[config.mk]
export PLATFORM = sky130hd
export DESIGN_NAME = cla_seq_add_ctrl
export DESIGN_NICKNAME = d
export VERILOG_FILES = /design/src/rtl/cla_seq_add_ctrl.sv
export SDC_FILE = /design/constraint.sdc
export NUM_CORES = 1
export LEC_CHECK = 0
export BUFFER_PORTS_ARGS = -buffer_cell sky130_fd_sc_hd__clkbuf_2
export CAP_MARGIN = 5
export CORE_MARGIN = 3
export CORE_UTILIZATION = 50
export DETAILED_ROUTE_END_ITERATION = 8
export GPL_TIMING_DRIVEN = 0
export MAX_ROUTING_LAYER = met4
export PLACE_DENSITY = 0.76
export RECOVER_POWER = 50
export SYNTH_ARGS = -nofsm -noshare
export SYNTH_HDL_FRONTEND = slang
export SYNTH_SLANG_ARGS = --single-unit
export TNS_END_PERCENT = 50
[constraint.sdc]
create_clock -name clk -period 6.05 [get_ports clk]
set_input_delay 1.21 -clock clk [delete_from_list [all_inputs] [get_ports clk]]
set_output_delay 1.21 -clock clk [all_outputs]
set_load 0.05 [all_outputs]
[src/rtl/cla_seq_add_ctrl.sv]
// ---------------------------------------------------------------------------
// cla_seq_add_ctrl
//
// Purpose:
//   Multi-cycle add/subtract controller that time-shares one external
//   SLICE-bit carry-lookahead slice. A WIDTH-bit operation is processed one
//   chunk per cycle, LSB chunk first. The group carry ripples between chunks
//   using the slice's group propagate/generate outputs.
//
// Ports:
//   clk, rst_n             rising-edge clock, asynchronous active-low reset
//   in_valid/in_ready      operand handshake (in_a, in_b, in_sub)
//   out_valid/out_ready    result handshake (out_sum, out_cout, out_ovf,
//                          out_zero)
//   slice_a/b/c            chunk operands and carry-in driven to the slice
//   slice_r/p/g            slice sum, group propagate, group generate
// ---------------------------------------------------------------------------
module cla_seq_add_ctrl #(
   parameter int WIDTH = 64,
   parameter int SLICE = 16
) (
   input  logic             clk,
   input  logic             rst_n,
   input  logic             in_valid,
   output logic             in_ready,
   input  logic [WIDTH-1:0] in_a,
   input  logic [WIDTH-1:0] in_b,
   input  logic             in_sub,
   output logic             out_valid,
   input  logic             out_ready,
   output logic [WIDTH-1:0] out_sum,
   output logic             out_cout,
   output logic             out_ovf,
   output logic             out_zero,
   output logic [SLICE-1:0] slice_a,
   output logic [SLICE-1:0] slice_b,
   output logic             slice_c,
   input  logic [SLICE-1:0] slice_r,
   input  logic             slice_p,
   input  logic             slice_g
);

   localparam int NSLICE = WIDTH / SLICE;
   localparam int IDXW   = (NSLICE > 1) ? $clog2(NSLICE) : 1;

   typedef enum logic [1:0] {
      IDLE,
      RUN,
      DONE
   } state_e;

   state_e            state_q;
   logic [WIDTH-1:0]  opA_q;
   logic [WIDTH-1:0]  opB_q;
   logic [WIDTH-1:0]  sum_q;
   logic              carry_q;
   logic [IDXW-1:0]   idx_q;
   logic              outValid_q;
   logic              cout_q;
   logic              ovf_q;
   logic              zero_q;

   logic [WIDTH-1:0]  sum_d;
   logic              carry_d;

   // Chunk selection for the shared slice. A constant-index loop is used
   // instead of a variable part-select so every select stays static. The
   // slice only sees live operands while RUN is active; otherwise it is
   // driven quiet. sum_d is the running sum with the current chunk merged in,
   // which lets the final pass compute the flags on the complete result.
   always_comb begin
      slice_a = '0;
      slice_b = '0;
      slice_c = 1'b0;
      sum_d   = sum_q;
      carry_d = slice_g | (slice_p & carry_q);
      for (int i = 0; i < NSLICE; i++) begin
         if (idx_q == IDXW'(i)) begin
            sum_d[i*SLICE +: SLICE] = slice_r;
            if (state_q == RUN) begin
               slice_a = opA_q[i*SLICE +: SLICE];
               slice_b = opB_q[i*SLICE +: SLICE];
            end
         end
      end
      if (state_q == RUN) begin
         slice_c = carry_q;
      end
   end

   // Main controller FSM. Subtraction is folded into the operand capture:
   // B is inverted and the initial carry is 1, completing the two's
   // complement. Overflow compares the sign of A against the sign of the
   // (possibly inverted) B that actually went through the adder. Result
   // registers are only written during RUN, so they hold steady in DONE.
   always_ff @(posedge clk or negedge rst_n) begin
      if (!rst_n) begin
         state_q    <= IDLE;
         opA_q      <= '0;
         opB_q      <= '0;
         sum_q      <= '0;
         carry_q    <= 1'b0;
         idx_q      <= '0;
         outValid_q <= 1'b0;
         cout_q     <= 1'b0;
         ovf_q      <= 1'b0;
         zero_q     <= 1'b0;
      end else begin
         case (state_q)
            IDLE: begin
               if (in_valid) begin
                  opA_q   <= in_a;
                  opB_q   <= in_sub ? ~in_b : in_b;
                  carry_q <= in_sub;
                  idx_q   <= '0;
                  state_q <= RUN;
               end
            end
            RUN: begin
               sum_q   <= sum_d;
               carry_q <= carry_d;
               idx_q   <= idx_q + IDXW'(1);
               if (idx_q == IDXW'(NSLICE - 1)) begin
                  idx_q      <= '0;
                  state_q    <= DONE;
                  outValid_q <= 1'b1;
                  cout_q     <= carry_d;
                  ovf_q      <= (opA_q[WIDTH-1] == opB_q[WIDTH-1]) &
                                (sum_d[WIDTH-1] != opA_q[WIDTH-1]);
                  zero_q     <= (sum_d == '0);
               end
            end
            DONE: begin
               if (out_ready) begin
                  outValid_q <= 1'b0;
                  state_q    <= IDLE;
               end
            end
            default: begin
               state_q <= IDLE;
            end
         endcase
      end
   end

   // Output mapping; in_ready is a pure decode of the state register.
   assign in_ready  = (state_q == IDLE);
   assign out_valid = outValid_q;
   assign out_sum   = sum_q;
   assign out_cout  = cout_q;
   assign out_ovf   = ovf_q;
   assign out_zero  = zero_q;

endmodule

; Yosys cells after proc, flatten, opt, wreduce, memory -nomap -nowiden
; Index checks and enable logic that the tools add are counted.
[word_totals]
register_bits = 201
input_bits = 151
output_inout_bits = 102
wordCells = 69
[classes]
addsub = 1
eq_ne = 10
mux = 34
bitwise_logic = 4
n_reduce_logical = 10
[op_table]
columns = operator, n
row1 = 2-to-1 mux 16 bit, 20
row2 = logical NOT 64 bit, 1
row3 = 2-to-1 mux 64 bit, 1
row4 = NOT 64 bit, 1
row5 = 2-to-1 mux 2 bit, 5
row6 = "equality test 2 bit, second input constant", 3
row7 = case mux 2 bit (3 select lines), 1
row8 = AND reduction 2 bit, 3
row9 = AND reduction 3 bit, 2
row10 = "equality test 2 x 1 -> 1 bit, second input constant", 2
row11 = logical NOT 2 bit, 2
row12 = 2-to-1 mux 1 bit, 4
row13 = "inequality test 2 bit, second input constant", 2
row14 = case mux 1 bit (2 select lines), 2
row15 = case mux 2 bit (2 select lines), 1
row16 = nonzero test 2 bit, 2
row17 = "adder 2 x 1 -> 2 bit, second input constant", 1
row18 = AND 1 bit, 2
row19 = "inequality test 2 x 1 -> 1 bit, second input constant", 1
row20 = equality test 1 bit, 1
row21 = inequality test 1 bit, 1
row22 = OR 1 bit, 1

; Depth between registers and ports, before layout
[depth]
ltp_word = 9
mapped_depth = 9
mapped_depth_nobuf = 7

; Worst setup path after synthesis
; No wires, ideal clock.
[synth_path]
kind = reg2out
startpoint = reg idx_q[0]
endpoint = out slice_a[10]
t_arrival_ns = 2.141
required_ns = 4.840
setup_slack_ns = 2.699
stages_incl_launch_ff = 10
n_path_buf = 3
cell_sequence = dfrtp_1 inv_1 ha_1 buf_2 buf_2 clkbuf_1 a221oi_1 nor3_1 a21oi_1 nor2_1
[synth_between]
elab_chain_len = 8
word_cells_on_any_way = 11
classes_between = 3 x eq/ne / 7 x mux / 1 x reduce/logical
[synth_rtl]
columns = item, line_no
row1 = "start, declared", 57  ; logic [IDXW-1:0] idx_q;
row2 = "start signal, assigned", 122  ; idx_q <= idx_q + IDXW'(1);
row3 = logical NOT 2 bit, 78  ; if (idx_q == IDXW'(i)) begin
row4 = 2-to-1 mux 16 bit, 78
row5 = 2-to-1 mux 16 bit, 80  ; if (state_q == RUN) begin
row6 = 2-to-1 mux 16 bit, 78
row7 = 2-to-1 mux 16 bit, 80
row8 = 2-to-1 mux 16 bit, 78
row9 = 2-to-1 mux 16 bit, 80
row10 = 2-to-1 mux 16 bit (*), 78
row11 = "end, declared", 35  ; output logic [SLICE-1:0] slice_a,
; Mark *: on every way between the ends. The rest lies on a longest branch, timed or not.

; Final worst setup path
[layout_path]
startpoint = reg idx_q[0]
endpoint = out slice_a[11]
; Same word-level chain as after synthesis.

==> flow_summary.toml <==
[run_status]
status = "finished, violations left"
violations = "max-capacitance violations, max-slew violations"

[floorplan]
rows = 49
design.portCount = 253
start_util = 0.5172
die_width_um = 143.2
die_area_sq_um = 20520
core_area_sq_um = 18210
die_h_um = 143.2

[power]
p_per_area_nw_per_um2 = 665.6
p_total_mw = 7.710
peakVddDrop_uv = 394.0
leakagePower_nw = 5.629

[logic_synthesis]
synth_seq_area_share = 0.5341
synth_cells = 979
synth_nets = 1134
netlist_area_sq_um = 9418
synth_seq_cells = 201
synth_top_area_share = 0.5341
synthTopCellsByArea = "dfrtp_1 (53%), nand2_1 (11%), mux2_2 (7.7%)"
syn_area_per_cell_sq_um = 9.620
synth.largest_area_cell = "dfrtp_1"
ys_types = 36
yosysWarnings = 0

[setup_path]
arrival_ns = 3.40
critPathRequiredTime_ns = 4.84
cp-start-kind = "flip-flop"
crit_fanout = 10
cp-end-kind = "output port"
crit_type = "flip-flop to output port"

[timing]
setup_tns_ns = 0
worst_clock_skew_ns = 0.01065
tightest_slew_ns = 2.589
fmax_mhz = 217.1
slew_headroom = -0.7259
fin_crit_sh = 0.7615
final.setup.worst_slack_ns = 1.443
finalCriticalPeriod_ns = 4.607
rsz0062_at_grt = "false"
setup_viol_count_final = 0
hold_viol = 0
fin_hold_ws_ns = 0.4721
slew_violations = 106

[drt]
wl_per_cell_um = 18.56
wirelength_um = 27690
drc = 0
vias = 8229
viasPerCell = 5.515
firstDrtPassIters = 5
final_antenna_net_count = 0
dr.first_iter.drc_count = 535

[global_route]
grt_pass1_wl_um = 42660
grt_pass1_vias = 7757
grt_use_total = 0.2733
grt_overflow = 0
grt_max_degree = 106
antenna_found_initial = 0

[cts]
clk_latency_ns = 0.50
cts_buffers = 23
cts_resized = 0
clkTransAtPathRegs_ns = 0.06
cts_max_path_buffers = 3
post-cts-setup-buffer-count = 0
postCtsHoldBufs = 0
cts_tree = "done"
tritoncts_num_sinks = 201
cts_max_level = 1
cts-root-buf = "clkbuf_16"

[place]
port_buffers = 250
place_congestion = 0.8788
dp_hpwl_um = 20390
dp.cells = 1459
place_worst_setup_slack_ns = 2.195

[final_layout]
drive_gt1_frac = 0.2937
fin_nets = 1410
fin_cells = 1492
areaGrowthSynthToFinish_pct = 23.00
antenna_cells = 0

[worst_hold_path]
min_path_type = "flip-flop to flip-flop"

[flow_run]
cap_violations = 1
[flip-flops by register name, indices dropped and copies added, names as in the netlist]
| register | cells |
|---|---|
| carry_q | 1 |
| idx_q | 2 |
| opA_q | 64 |
| opB_q | 64 |
| out_cout | 1 |
| out_ovf | 1 |
| out_sum | 64 |
| out_valid | 1 |
| out_zero | 1 |
| state_q | 2 |
[where the power goes]
| part | leakage, nW | total [mW] | switching (mW) | internal [mW] |
|---|---|---|---|---|
| sequential | 2.45 | 2.43 | 0.420 | 2.01 |
| clock | 0.305 | 1.21 | 0.509 | 0.702 |
| combinational | 2.88 | 4.07 | 2.91 | 1.15 |
[final timing paths]
kind,start,end,slack [ns],cells after the start
worst max-delay path,idx_q[0]$_DFFE_PN0P_,slice_a[11],1.44,10
worst min-delay path,opA_q[11]$_DFFE_PN0P_,opA_q[11]$_DFFE_PN0P_,0.47,2
worst max register to register,idx_q[0]$_DFFE_PN0P_,out_zero$_DFFE_PN0P_,3.48,8
worst min register to register,opA_q[11]$_DFFE_PN0P_,opA_q[11]$_DFFE_PN0P_,0.47,2
max in group asynchronous,rst_n,opB_q[57]$_DFFE_PN0P_,2.25,2
min in group asynchronous,rst_n,opA_q[45]$_DFFE_PN0P_,0.79,1
[layout by cell type, fill, tap and decap left out, drive strengths merged, types with 5 or more instances in the layout]
cell type	n
nor2	45
mux2	64
dfrtp	201
o21ai	71
nand3	5
a221oi	31
clkbuf	324
inv	5
nor3	34
nor4	15
xnor2	64
nand2	273
nor2b	34
a21oi	40
buf	28
[routing by layer]
layer,track usage,vias to the layer above,wire length [um]
met5,-,-,0
met3,0.05157,58,2060
met1,0.3737,3956,12020
li1,-,3853,-
met4,0.07284,0,767
met2,0.4238,362,12840
[stage by stage]
step	util	cell area [sq um]
2_1_floorplan	-	9418
3_3_place_gp	0.6017	10960
3_5_place_dp	0.6037	10990
4_1_cts	0.6382	11620
5_1_grt	0.6362	11580
6_report	0.6362	11580
[critical path, cell delays in order, from the launching register on]
cell	delay [ns]
dfrtp_1	0.43
inv_1	0.11
ha_1	0.14
clkbuf_1	0.48
buf_2	0.39
clkbuf_1	0.54
a221oi_1	0.10
nor3_1	0.24
a21oi_1	0.07
nor2_1	0.11
clkbuf_2	0.28
[cell type report]
cell class	instances	area, sq um
Buffer	69	294.0
Fill cell	1559	6625
Sequential cell	201	5030
Multi-Input combinational cell	705	4066
Clock buffer	32	619.3
Tap cell	229	286.5
Timing Repair Buffer	251	1264
Inverter	4	15.01
Clock inverter	1	8.758
[cells by family (layout without fill, tap and decap cells)]
group                      Yosys count  after routing  synth area share
xor gates and xnor gates            64             64           0.05952
DFF                                201            201            0.5341
muxes                               67             67           0.07971
AOI/OAI and AO/OA                  151            151           0.09605
buffers and inverters               73            357           0.03361
and+or+nand+nor                    419            419            0.1917
adders and majority gates            4              4          0.005314
[synthesized netlist by cell type, drive strengths merged]
master	count
nand2	273
dfrtp	201
o21ai	71
mux2	64
xnor2	64
nor2	45
a21oi	40
buf	36
nor2b	34
nor3	34
clkbuf	33
a221oi	31
nor4	15
nand3	5
ha	4
inv	4
o31ai	4
or4	4
mux2i	3
and2	2
nand4	2
or4b	2
a2111oi	1
a222oi	1
a22oi	1
and3b	1
nand2b	1
nor4b	1
o22ai	1
o41ai	1
No activity file was read; power rests on OpenSTA's default activity.
